--- src/rtl/rate_digit_counter_pkg.sv ---
// Shared constants for the rate-divided multi-digit counter: digit geometry,
// digit limits, seven-segment glyphs (active-low, bits g..a) and rate selects.
package rate_counter_pkg;

   localparam int DIGIT_W = 4;
   localparam int SEG_W   = 7;

   localparam logic [DIGIT_W-1:0] HEX_MAX = 4'hF;
   localparam logic [DIGIT_W-1:0] BCD_MAX = 4'd9;

   localparam logic [SEG_W-1:0] GLYPH_0 = 7'b1000000;
   localparam logic [SEG_W-1:0] GLYPH_1 = 7'b1111001;
   localparam logic [SEG_W-1:0] GLYPH_2 = 7'b0100100;
   localparam logic [SEG_W-1:0] GLYPH_3 = 7'b0110000;
   localparam logic [SEG_W-1:0] GLYPH_4 = 7'b0011001;
   localparam logic [SEG_W-1:0] GLYPH_5 = 7'b0010010;
   localparam logic [SEG_W-1:0] GLYPH_6 = 7'b0000010;
   localparam logic [SEG_W-1:0] GLYPH_7 = 7'b1111000;
   localparam logic [SEG_W-1:0] GLYPH_8 = 7'b0000000;
   localparam logic [SEG_W-1:0] GLYPH_9 = 7'b0010000;
   localparam logic [SEG_W-1:0] GLYPH_A = 7'b0001000;
   localparam logic [SEG_W-1:0] GLYPH_B = 7'b0000011;
   localparam logic [SEG_W-1:0] GLYPH_C = 7'b1000110;
   localparam logic [SEG_W-1:0] GLYPH_D = 7'b0100001;
   localparam logic [SEG_W-1:0] GLYPH_E = 7'b0000110;
   localparam logic [SEG_W-1:0] GLYPH_F = 7'b0001110;

   typedef enum logic [1:0] {
      RATE_SEL_0 = 2'd0,
      RATE_SEL_1 = 2'd1,
      RATE_SEL_2 = 2'd2,
      RATE_SEL_3 = 2'd3
   } rate_sel_e;

endpackage

--- src/rtl/rate_digit_counter_if.sv ---
// Control/status bundle of the rate digit counter; master drives controls,
// slave (the counter) drives count, strobes and segments.
interface rate_digit_counter_if #(
   parameter int DIGITS = 4
);
   import rate_counter_pkg::*;

   logic [1:0]                 rate_sel;
   logic                       enable;
   logic                       up;
   logic                       bcd;
   logic                       load;
   logic [DIGIT_W*DIGITS-1:0]  load_value;
   logic [DIGIT_W*DIGITS-1:0]  count;
   logic                       tick;
   logic                       wrap;
   logic [SEG_W*DIGITS-1:0]    hex;

   modport master (
      output rate_sel, enable, up, bcd, load, load_value,
      input  count, tick, wrap, hex
   );

   modport slave (
      input  rate_sel, enable, up, bcd, load, load_value,
      output count, tick, wrap, hex
   );

endinterface

--- src/rtl/rate_digit_counter_decoder.sv ---
// Combinational 4-bit to active-low seven-segment decoder (bit0=a .. bit6=g).
module hex_digit_decoder
   import rate_counter_pkg::*;
(
   input  logic [DIGIT_W-1:0] digit,
   output logic [SEG_W-1:0]   seg
);

   always_comb begin
      case (digit)
         4'h0:    seg = GLYPH_0;
         4'h1:    seg = GLYPH_1;
         4'h2:    seg = GLYPH_2;
         4'h3:    seg = GLYPH_3;
         4'h4:    seg = GLYPH_4;
         4'h5:    seg = GLYPH_5;
         4'h6:    seg = GLYPH_6;
         4'h7:    seg = GLYPH_7;
         4'h8:    seg = GLYPH_8;
         4'h9:    seg = GLYPH_9;
         4'hA:    seg = GLYPH_A;
         4'hB:    seg = GLYPH_B;
         4'hC:    seg = GLYPH_C;
         4'hD:    seg = GLYPH_D;
         4'hE:    seg = GLYPH_E;
         default: seg = GLYPH_F;
      endcase
   end

endmodule

--- src/rtl/rate_digit_counter.sv ---
// Multi-digit up/down BCD/hex counter advanced by a programmable rate divider,
// with parallel load, pause, tick/wrap strobes and per-digit segment decoders.
module rate_digit_counter
   import rate_counter_pkg::*;
#(
   parameter int          DIGITS = 4,
   parameter int          DIV_W  = 28,
   parameter int unsigned RATE_0 = 0,
   parameter int unsigned RATE_1 = 49_999_999,
   parameter int unsigned RATE_2 = 99_999_999,
   parameter int unsigned RATE_3 = 199_999_999
) (
   input  logic               clock,
   input  logic               reset,
   rate_digit_counter_if.slave bus
);

   localparam int CNT_W = DIGIT_W * DIGITS;

   logic [CNT_W-1:0] count_q, count_d;
   logic [DIV_W-1:0] div_cnt_q, div_cnt_d;
   logic [1:0]       sel_q, sel_d;
   logic             tick_q, tick_d;
   logic             wrap_q, wrap_d;
   logic [CNT_W-1:0] stepped;
   logic             step_wrap;
   wire  [SEG_W*DIGITS-1:0] hex_w;

   function automatic logic [DIV_W-1:0] rate_of(input logic [1:0] sel);
      case (rate_sel_e'(sel))
         RATE_SEL_0: rate_of = DIV_W'(RATE_0);
         RATE_SEL_1: rate_of = DIV_W'(RATE_1);
         RATE_SEL_2: rate_of = DIV_W'(RATE_2);
         default:    rate_of = DIV_W'(RATE_3);
      endcase
   endfunction

   // Ripple one step through the digits; the MSB of the result is the carry
   // or borrow that left the top digit.
   function automatic logic [CNT_W:0] step_count(input logic [CNT_W-1:0] cnt,
                                                 input logic up_i, input logic bcd_i);
      logic [CNT_W-1:0]   res;
      logic [DIGIT_W-1:0] dig;
      logic [DIGIT_W-1:0] max_v;
      logic               carry;
      res   = cnt;
      carry = 1'b1;
      max_v = bcd_i ? BCD_MAX : HEX_MAX;
      for (int k = 0; k < DIGITS; k++) begin
         dig = cnt[k*DIGIT_W +: DIGIT_W];
         if (carry) begin
            if (up_i) begin
               // Out-of-range BCD digits also roll to 0 with carry.
               if (dig >= max_v) begin
                  dig = '0;
               end else begin
                  dig   = dig + 1'b1;
                  carry = 1'b0;
               end
            end else if (dig == '0) begin
               dig = max_v;
            end else if (dig > max_v) begin
               dig   = max_v;
               carry = 1'b0;
            end else begin
               dig   = dig - 1'b1;
               carry = 1'b0;
            end
         end
         res[k*DIGIT_W +: DIGIT_W] = dig;
      end
      step_count = {carry, res};
   endfunction

   assign {step_wrap, stepped} = step_count(count_q, bus.up, bus.bcd);

   always_comb begin
      count_d   = count_q;
      div_cnt_d = div_cnt_q;
      sel_d     = sel_q;
      tick_d    = 1'b0;
      wrap_d    = 1'b0;
      if (bus.load) begin
         count_d   = bus.load_value;
         div_cnt_d = rate_of(bus.rate_sel);
      end else if (bus.rate_sel != sel_q) begin
         div_cnt_d = rate_of(bus.rate_sel);
         sel_d     = bus.rate_sel;
      end else if (bus.enable) begin
         if (div_cnt_q != '0) begin
            div_cnt_d = div_cnt_q - 1'b1;
         end else begin
            div_cnt_d = rate_of(sel_q);
            tick_d    = 1'b1;
            wrap_d    = step_wrap;
            count_d   = stepped;
         end
      end
   end

   always_ff @(posedge clock) begin
      if (!reset) begin
         count_q   <= '0;
         div_cnt_q <= rate_of(bus.rate_sel);
         sel_q     <= bus.rate_sel;
         tick_q    <= 1'b0;
         wrap_q    <= 1'b0;
      end else begin
         count_q   <= count_d;
         div_cnt_q <= div_cnt_d;
         sel_q     <= sel_d;
         tick_q    <= tick_d;
         wrap_q    <= wrap_d;
      end
   end

   for (genvar g = 0; g < DIGITS; g++) begin : g_dec
      hex_digit_decoder u_dec (
         .digit (count_q[g*DIGIT_W +: DIGIT_W]),
         .seg   (hex_w[g*SEG_W +: SEG_W])
      );
   end

   assign bus.count = count_q;
   assign bus.tick  = tick_q;
   assign bus.wrap  = wrap_q;
   assign bus.hex   = hex_w;

endmodule
--- src/flat_wrapper.sv ---
// flat-port wrapper written by rule: the top's interface ports become plain ports
module rate_digit_counter_flat import rate_counter_pkg::*;
#(
   parameter int          DIGITS = 4,
   parameter int          DIV_W  = 28,
   parameter int unsigned RATE_0 = 0,
   parameter int unsigned RATE_1 = 49_999_999,
   parameter int unsigned RATE_2 = 99_999_999,
   parameter int unsigned RATE_3 = 199_999_999
)
  (clock, reset, bus_rate_sel, bus_enable, bus_up, bus_bcd, bus_load, bus_load_value, bus_count, bus_tick, bus_wrap, bus_hex);
  rate_digit_counter_if #(.DIGITS(DIGITS)) bus_i ();
  input  logic clock;
  input  logic reset;
  input wire logic [$bits(bus_i.rate_sel)-1:0] bus_rate_sel;
  input wire logic [$bits(bus_i.enable)-1:0] bus_enable;
  input wire logic [$bits(bus_i.up)-1:0] bus_up;
  input wire logic [$bits(bus_i.bcd)-1:0] bus_bcd;
  input wire logic [$bits(bus_i.load)-1:0] bus_load;
  input wire logic [$bits(bus_i.load_value)-1:0] bus_load_value;
  output wire logic [$bits(bus_i.count)-1:0] bus_count;
  output wire logic [$bits(bus_i.tick)-1:0] bus_tick;
  output wire logic [$bits(bus_i.wrap)-1:0] bus_wrap;
  output wire logic [$bits(bus_i.hex)-1:0] bus_hex;
  assign bus_i.rate_sel = bus_rate_sel;
  assign bus_i.enable = bus_enable;
  assign bus_i.up = bus_up;
  assign bus_i.bcd = bus_bcd;
  assign bus_i.load = bus_load;
  assign bus_i.load_value = bus_load_value;
  assign bus_count = bus_i.count;
  assign bus_tick = bus_i.tick;
  assign bus_wrap = bus_i.wrap;
  assign bus_hex = bus_i.hex;
  rate_digit_counter #(.DIGITS(DIGITS), .DIV_W(DIV_W), .RATE_0(RATE_0), .RATE_1(RATE_1), .RATE_2(RATE_2), .RATE_3(RATE_3)) u_core (.clock(clock), .reset(reset), .bus(bus_i));
endmodule
--- config.mk ---
export PLATFORM = sky130hd
export DESIGN_NAME = rate_digit_counter_flat
export DESIGN_NICKNAME = d
export VERILOG_FILES = /design/src/rtl/rate_digit_counter_pkg.sv /design/src/rtl/rate_digit_counter_if.sv /design/src/rtl/rate_digit_counter_decoder.sv /design/src/rtl/rate_digit_counter.sv /design/src/flat_wrapper.sv
export SDC_FILE = /design/constraint.sdc
export NUM_CORES = 1
export LEC_CHECK = 0
export CORE_MARGIN = 5
export CORE_UTILIZATION = 58
export CTS_BUF_LIST = sky130_fd_sc_hd__clkbuf_8
export CTS_CLUSTER_SIZE = 14
export DETAILED_ROUTE_END_ITERATION = 16
export PLACE_DENSITY = 0.83
export SYNTH_ARGS = -nofsm -noshare
export SYNTH_HDL_FRONTEND = slang
export SYNTH_SLANG_ARGS = --single-unit
--- constraint.sdc ---
create_clock -name clock -period 5.7 [get_ports clock]
set_clock_uncertainty 0.1 [all_clocks]
set_input_delay 1.71 -clock clock [delete_from_list [all_inputs] [get_ports clock]]
set_output_delay 1.71 -clock clock [all_outputs]
set_load 0.02 [all_outputs]
==> summary.md <==
| Metric | Value |
|---|---|
| Nets | 763 |
| Detailed Place HPWL | 10.82 mm |
| Worst Tran Pin Value | 1181 ps |
| Max FO, Critical Path | 9 |
| Initial detailed-routing violation count | 466 |
| Mean Syn Cell Area | around 8.9 sq um |
| Grt ovf | 0 |
| Ys Warns | 0 |
| Logic pwr share | 0.277 |
| P_int | around 0.0010 W |
| IO Count | 70 |
| Power Dens Cells | 224.0 nW/um^2 |
| Multi-input gate area | 3492 sq um |
| Clock tree from TritonCTS | done |
| Crit Path Class | in -> reg |
| Flop pwr share | 0.449 |
| Worst hold path class | reg -> reg |
| Via count | about 5.2k |
| Pin count of the biggest net entering global routing | 29 |
| TNS Setup | 0 ps |
| RSZ-0062 raised after global routing | no |
| Total Power | 0.001489 W |
| Setup Fix Bufs, Post-CTS | 0 |
| CP max stage delay | between 700 and 800 ps |
| Synth Register Bits | 76 |
| Slew HR | 0.2125 |
| Register Area | approximately 1800 sq um |
| Asr flop ratio synth | 0 |
| Worst endpoint data arrival time | 5290 ps |
| Maximum vdd drop | about 0.00017 V |
| Clk pwr share | 0.274 |
| Endpoint class of the critical path | flop |
| Fmax | about 190 MHz |
| Register area share after synthesis | 0.3254 |
| Avg WL per Cell | 18.04 um |
| Synthesized cell area | 5598 sq um |
| Die X | roughly 110 um |
| H-tree depth | 3 |
| Vias per cell | around 6.3 |
| CTS max path bufs | 2 |
| GRT Overall Usage | 0.2615 |
| Resized Gates After CTS | 0 |
| P_leak | roughly 2.7 nW |
| Commonest cells post-synth | 47 x o21ai_0, 46 x dfxtp_1, 45 x ha_1 |
| CTS sink count | 76 |
| Worst Path Required | around 6000 ps |
| Max-slew violations | 0 |
| Hold-fix buffers at CTS | 0 |
| EDFF count, synth | 30 |
| Post-Syn Instances | 626 |
| Die Y-Extent | ~110 um |
| Core Area | 9328 sq um |
| CP startpoint kind | primary input |
| Main flop type after synthesis | dfxtp_1 |
| Crit-path cells | clkdlybuf4s50_1 > ha_1 > a21o_1 > a31oi_1 > mux2i_1 > a221oi_1 > o31ai_1 > and2_1 > inv_1 > ha_1 > mux4_2 |
| R2R depth | 9 |
| Largest area contributor in the netlist | dfxtp_1 |
| Worst-Skew Late Latency | 360 ps |
| Status | complete, no violations |
| Total Wirelength | between 10 and 15 mm |
| # setup viols final | 0 |
| Initial Util | 0.6001 |
| P_sw | 0.0004852 W |
| Hold path depth | 2 |
| PortBufs | 69 |
| Net Count, Synth | ~700 |
| Syn-to-layout area delta | 18.78% |
| Max Cap Violations | 0 |
| Critical Path Most Common Cell | ha_1 |
| Switching Fraction | 0.3258 |
| Share of cells above drive strength 1 | 0.09156 |
| Vias in the first global route | 5194 |
| Main area contributors after synthesis | dfxtp_1 16%, edfxtp_1 16%, ha_1 10% |
| Most numerous cell in the Yosys netlist | o21ai_0 |
| Post-synth top area share | 0.1645 |
| Yosys cell types | 79 |
| Fillers | roughly 730 |
| Number of buffers created by CTS | 9 |
| Final period util | 0.9053 |
| Ant. Diodes | 0 |
| Row count | 35 |
| Die ar. | 11720 sq um |
| Remaining antenna violation count | 0 |
| Highest-delay cell along the critical path | clkdlybuf4s50_1 |
| Antenna violations before repair | 0 |
| Routability cong. | 0.8834 |
| CTS root buf | clkbuf_8 |
| Clk slew on worst S/H paths | roughly 80 ps |
| Tmin final | 5160 ps |
| TritonRoute pass-1 iters | 5 |
| Fin. Hold Viols | 0 |
| Drc violations | 0 |
| First-pass GRT wire length | 24.77 mm |
layer usage:
metal	GRT usage	up-vias	routed length [um]
met5	0	-	0
met4	0.1118	0	361
met3	0.05015	38	1153
met2	0.4338	258	7226
met1	0.3325	2478	6199
li1	-	2448	-
final cells by class:
cell class,instances,share of cell area
multi-input combinational,476,0.5252
tap,129,0.02428
clock inverter,7,0.009409
inverter,45,0.02540
clock buffer,9,0.01863
timing repair buffer,86,0.1231
sequential,76,0.2740
worst max-delay path, delay by kind of cell:
kind	cells	cell delay [ps]
buffers and inverters	2	840
adder cells (fa/ha/maj)	2	620
AND/OR/NAND/NOR	1	260
multiplexers	2	710
AO/OA/AOI/OAI	4	1150
layout by cell type (no fill, tap or decap), types with 23 or more instances in the layout:
cell type / n
a21oi_1: 23
nand2_1: 33
clkdlybuf4s50_1: 69
inv_1: 46
ha_1: 45
dfxtp_1: 46
edfxtp_1: 30
nor2_1: 43
o21ai_0: 47
registers in the layout, summed over array words and instances (netlist names):
| signal | flops |
|---|---|
| u_core.bus.count | 16 |
| u_core.bus.tick | 1 |
| u_core.bus.wrap | 1 |
| u_core.div_cnt_q | 28 |
| u_core.g_dec.u_dec.seg | 28 |
| u_core.sel_q | 2 |
power groups by stage:
stage	Combinational [W]	Clock (W)	Sequential, W
4_1_cts	0.000409	0.000411	0.000668
2_1_floorplan	0.000232	0	0.000702
3_3_place_gp	0.000392	0	0.000676
3_5_place_dp	0.000406	0	0.000679
5_1_grt	0.000450	0.000440	0.000676
6_report	0.000413	0.000408	0.000669
worst paths after layout:
check	endpoint	start	slack [ps]
min	u_core.bus.count[9]	u_core.bus.count[9]	520
max reg2reg	u_core.g_dec[0].u_dec.seg[3]	u_core.div_cnt_q[3]	1700
min reg2reg	u_core.bus.count[9]	u_core.bus.count[9]	520
max	u_core.g_dec[0].u_dec.seg[3]	bus_bcd	540
through the flow:
step                      utilization  cell area [sq um]  setup slack, ps  hold WS [ps]  std cells
after global routing           0.7128               6649            338.7         582.8        828
final                          0.7128               6649            539.7         523.3        828
after global placement         0.6928               6462            325.6         500.1        812
after CTS                      0.7128               6649            621.8         524.6        828
after floorplan                     -               5598             1115         522.3        626
after detailed placement       0.6928               6462            251.1         510.4        812
cell families after synthesis:
group	count (synthesis)	share of synthesized area
compound gates	168	0.2099
xor+xnor	35	0.05476
simple gates	200	0.2023
buf+inv	74	0.05074
mux	28	0.05632
fa+ha+maj	45	0.1006
flops	76	0.3254
No activity file was read; power rests on OpenSTA's default activity.
==> RTL edit 1: new RTL, same flow settings <==
Set the package constant `DIGIT_W` to 6 (it was 4).
--- a/src/rtl/rate_digit_counter_pkg.sv
+++ b/src/rtl/rate_digit_counter_pkg.sv
@@ -2,7 +2,7 @@
 // digit limits, seven-segment glyphs (active-low, bits g..a) and rate selects.
 package rate_counter_pkg;
 
-   localparam int DIGIT_W = 4;
+   localparam int DIGIT_W = 6;
    localparam int SEG_W   = 7;
 
    localparam logic [DIGIT_W-1:0] HEX_MAX = 4'hF;
Ports: changed (resized bus_count and bus_load_value); port bits go from 70 to 86. The function was not compared with the original's and may differ.
==> RTL edit 1 against the unedited design <==
Register-to-register slack better by 0.18 ns. Synthesized area up 12%. Combinational power up 19%. Sequential cell count up 8. Worst setup slack worse by 0.15 ns. Wire length up 12%. Cell area up 13%. Count of clock-buffer cells in the layout unchanged. Synthesized cell count up 20%. Total power up 16%. Clock power up 23%. Highest routed layer unchanged.
==> RTL edit 1: results (changes against the unedited design) <==
Post-Syn Nets 830 (was 695); vias in the first global route 5,993 (was 5,194); critical path arrival 5.52 ns (was 5.29 ns); Area contributors post-synth dfxtp_1, edfxtp_1, ha_1 (unchanged); final RePlAce weighted congestion 0.962 (was 0.883); # nets final 905 (was 763); fillcell total 846 (was 732); Post-synth top cells nor2_1, nand2_1, dfxtp_1 (was o21ai_0, dfxtp_1, ha_1); Iteration-0 DRC Markers 590 (was 466); gr usage total 26.1% (about the same); Placed Area 0.00726 sq mm (was 0.00646 sq mm); clock root buffer clkbuf_8 (unchanged); vias per cell 6.24 (was 6.31); post-synthesis mux area share 3.68% (was 5.63%); drt first pass iters 6 (was 5); complex-gate fraction of the synthesized area 20.8% (was 21.0%); Post-Synth XOR/XNOR Area 4.74% (was 5.48%); PostCTS Resize Cnt 0 (unchanged); global-route wire length before repair 28,200 microns (was 24,800 microns); layout cells sized above 1 6.85% (was 9.16%); leakage power 2.98 nW (was 2.68 nW); Hold Crit Class flop to flop (unchanged); DP HPWL 12,300 microns (was 10,800 microns); maximum VDD drop 0.000151 V (was 0.000166 V); post-synthesis adder-cell area fraction 9.15% (was 10.1%); largest net degree at the start of global routing 33 (was 29); Synth cell types 80 (was 79); CTS clock-pin slew for the worst setup and hold paths 0.08 ns (about the same); status complete, no violations (unchanged); sequential share of the synthesized area 31.5% (was 32.5%); Routed WL per cell 17.2 microns (was 18.0 microns); antenna cells 0 (unchanged); crit-path max FO 13 (was 9); Worst-Margin Slew 0.711 ns (was 1.18 ns)
-- RTL edit 1: changes by cell type in the layout (fill, tap and decap cells not counted), moves of 5 or more --
cell,change
nor2_1,+27
clkdlybuf4s50_1,+16
or3_1,+8
and3_1,+6
a21oi_1,+12
o32ai_1,-5
dfxtp_1,+8
nand2_1,+27
and2_1,+7
o211ai_1,+12
-- RTL edit 1: cell type report --
class,instances,area (sq um),area share [%]
multi-input combinational,589,3990,53.2
timing repair buffer,100,963,12.8
clock inverter,7,110,1.47
sequential,84,1980,26.4
inverter,43,161,2.15
clock buffer,9,124,1.65
tap,140,175,2.33
-- RTL edit 1: layer usage --
metal  GRT usage, %  vias to the layer above  routed length [microns]
met5              0                        -                        0
met4           10.6                        0                      387
met3           5.44                       41                     1190
met2           43.7                      265                     8190
met1           33.0                     2849                     6920
li1               -                     2908                        -
-- RTL edit 1: stage by stage --
| step | hold WS (ns) | util, % | std cells | worst slack, ns |
|---|---|---|---|---|
| 6_report | 0.519 | 69.8 | 972 | 0.392 |
| 3_3_place_gp | 0.486 | 67.5 | 954 | 0.207 |
| 2_1_floorplan | 0.495 | - | 752 | 1.29 |
| 5_1_grt | 0.574 | 69.8 | 972 | 0.132 |
| 3_5_place_dp | 0.503 | 67.5 | 954 | -0.0491 |
| 4_1_cts | 0.518 | 69.7 | 970 | 0.334 |
-- RTL edit 1: cells by family (layout without fill, tap and decap cells) --
kind of cell               after synthesis  after routing
AOI/OAI and AO/OA                      195            195
xor gates and xnor gates                34             34
adders and majority gates               46             46
buffers and inverters                   79            159
DFF                                     84             84
muxes                                   23             23
and+or+nand+nor                        291            291
-- RTL edit 1: final timing paths --
path	end	slack, ns	cells after the start	start
max	flop	0.39	13	bus_bcd
min	u_core.bus.count[16]$_SDFFE_PN0N_	0.52	2	u_core.bus.count[16]$_SDFFE_PN0N_
max reg2reg	flop	1.88	13	u_core.bus.count[0]$_SDFFE_PN0N_
min reg2reg	u_core.bus.count[16]$_SDFFE_PN0N_	0.52	2	u_core.bus.count[16]$_SDFFE_PN0N_
-- RTL edit 1: timing repair --
item / 4_1_cts / 5_1_grt
endpoints found under the setup margin: 0 / 1
buffers inserted: 0 / 2
hold buffers: 0 / 0
-- RTL edit 1: where the power goes --
part / internal (mW) / switching, mW / total [mW]
Clock: 0.287 / 0.214 / 0.502
Combinational: 0.222 / 0.269 / 0.491
Sequential: 0.678 / 0.0576 / 0.735
Total: 1.19 / 0.541 / 1.73
-- RTL edit 1: critical path, stage by stage --
cell	delay (ns)
clkdlybuf4s50_1	0.70
ha_1	0.50
o21ai_0	0.12
o211ai_1	0.35
o21ai_2	0.17
nor3_2	0.39
mux2_2	0.38
mux2i_1	0.26
nor2_1	0.15
inv_1	0.14
ha_1	0.26
o211ai_1	0.21
a22o_1	0.16
==> RTL edit 2: new RTL, config.mk and constraints unchanged <==
Made on the original files. `RATE_1` is set to 49_999_999 in 2 places; all go to 37_499_999.
--- a/src/rtl/rate_digit_counter.sv
+++ b/src/rtl/rate_digit_counter.sv
@@ -6,7 +6,7 @@
    parameter int          DIGITS = 4,
    parameter int          DIV_W  = 28,
    parameter int unsigned RATE_0 = 0,
-   parameter int unsigned RATE_1 = 49_999_999,
+   parameter int unsigned RATE_1 = 37_499_999,
    parameter int unsigned RATE_2 = 99_999_999,
    parameter int unsigned RATE_3 = 199_999_999
 ) (
--- a/src/flat_wrapper.sv
+++ b/src/flat_wrapper.sv
@@ -4,7 +4,7 @@
    parameter int          DIGITS = 4,
    parameter int          DIV_W  = 28,
    parameter int unsigned RATE_0 = 0,
-   parameter int unsigned RATE_1 = 49_999_999,
+   parameter int unsigned RATE_1 = 37_499_999,
    parameter int unsigned RATE_2 = 99_999_999,
    parameter int unsigned RATE_3 = 199_999_999
 )
Function: same outputs for any inputs over 4 cycles, from zero or initial values and one cycle with reset low; that may be too few to reach the edited logic, so the function may still have changed.
==> RTL edit 2 against the unedited design <==
Worst setup slack lost 0.079 ns. Synthesized area fell by 1.4%. Sequential cell count stayed put. Cell area is 0.73% lower. Count of clock-buffer cells in the layout is the same. Total power up 4.1%. Wire length is 3.5% lower.
==> RTL edit 2: results (changes against the unedited design) <==
Post-Synth XOR/XNOR Area 4.92% (was 5.48%); Worst-Margin Slew 0.875 ns (was 1.18 ns); M1 GR Usage 29.7% (was 33.2%); vias in the first global route 5,125 (was 5,194); Post-Syn Nets 703 (was 695); Post-synth top cells nand2_1, dfxtp_1, ha_1, nor2_1, o21ai_0 (was o21ai_0, dfxtp_1, ha_1); Met3 Routed Length 856 microns (was 1150 microns); met3 usage 3.00% (was 5.01%); post-synthesis adder-cell area fraction 10.2% (was 10.1%); Iteration-0 DRC Markers 326 (was 466); layout cells sized above 1 7.34% (was 9.16%); largest net degree at the start of global routing 30 (was 29); # nets final 772 (was 763); Synth cell types 74 (was 79); Post-Route M1 WL 5900 microns (was 6200 microns); final RePlAce weighted congestion 0.931 (was 0.883); complex-gate fraction of the synthesized area 22.1% (was 21.0%); maximum VDD drop 0.000152 V (was 0.000166 V); fillcell total 715 (was 732); grt met2 use 44.7% (was 43.4%); gr usage total 24.9% (was 26.1%); DP Worst Slack 0.126 ns (was 0.251 ns); routed via count 5,188 (was 5,222); crit-path max FO 13 (was 9); met2 WL 7300 microns (was 7230 microns); Area contributors post-synth dfxtp_1, edfxtp_1, ha_1 (unchanged); status complete, no violations (unchanged); DP HPWL 10,700 microns (was 10,800 microns); critical path arrival 5.39 ns (was 5.29 ns); sequential share of the synthesized area 33.0% (was 32.5%)
-- RTL edit 2: worst paths after layout --
check	from	endpoint	slack, ns	cells past startpoint
hold / removal	u_core.div_cnt_q[27]$_DFFE_PP_	u_core.div_cnt_q[27]$_DFFE_PP_	0.59	2
setup / recovery	bus_bcd	u_core.g_dec[3].u_dec.seg[4]$_DFF_P_	0.46	13
setup reg to reg	u_core.div_cnt_q[2]$_DFFE_PP_	u_core.g_dec[3].u_dec.seg[4]$_DFF_P_	1.20	11
hold reg to reg	u_core.div_cnt_q[27]$_DFFE_PP_	u_core.div_cnt_q[27]$_DFFE_PP_	0.59	2
-- RTL edit 2: report_power, final --
group / internal, mW / switching (mW) / total, mW / leakage, nW
Sequential: 0.622 / 0.0518 / 0.674 / 0.700
Clock: 0.245 / 0.215 / 0.461 / 0.109
Combinational: 0.189 / 0.228 / 0.416 / 1.75
-- RTL edit 2: worst max-delay path, stage by stage --
cell and delay [ns]:
clkdlybuf4s50_1 0.78, ha_1 0.37, a21o_1 0.21, a31oi_1 0.23, mux2_2 0.36, mux2_2 0.27
o311ai_1 0.32, and2_1 0.26, inv_1 0.11, ha_1 0.28, mux2_1 0.30, mux2i_1 0.13
nor2_1 0.05
-- RTL edit 2: area by class of cell --
type / instances / area share (%)
Inverter: 39 / 2.22
Clock inverter: 7 / 1.36
Timing Repair Buffer: 87 / 12.5
Clock buffer: 9 / 1.88
Multi-Input combinational cell: 490 / 52.0
Sequential cell: 76 / 27.6
Tap cell: 129 / 2.45
-- RTL edit 2: stage by stage --
| stage | power [mW] | cells |
|---|---|---|
| 6_report | 1.55 | 837 |
| 5_1_grt | 1.62 | 837 |
| 4_1_cts | 1.55 | 837 |
| 3_5_place_dp | 1.10 | 821 |
| 3_3_place_gp | 1.08 | 821 |
| 2_1_floorplan | 0.945 | 634 |
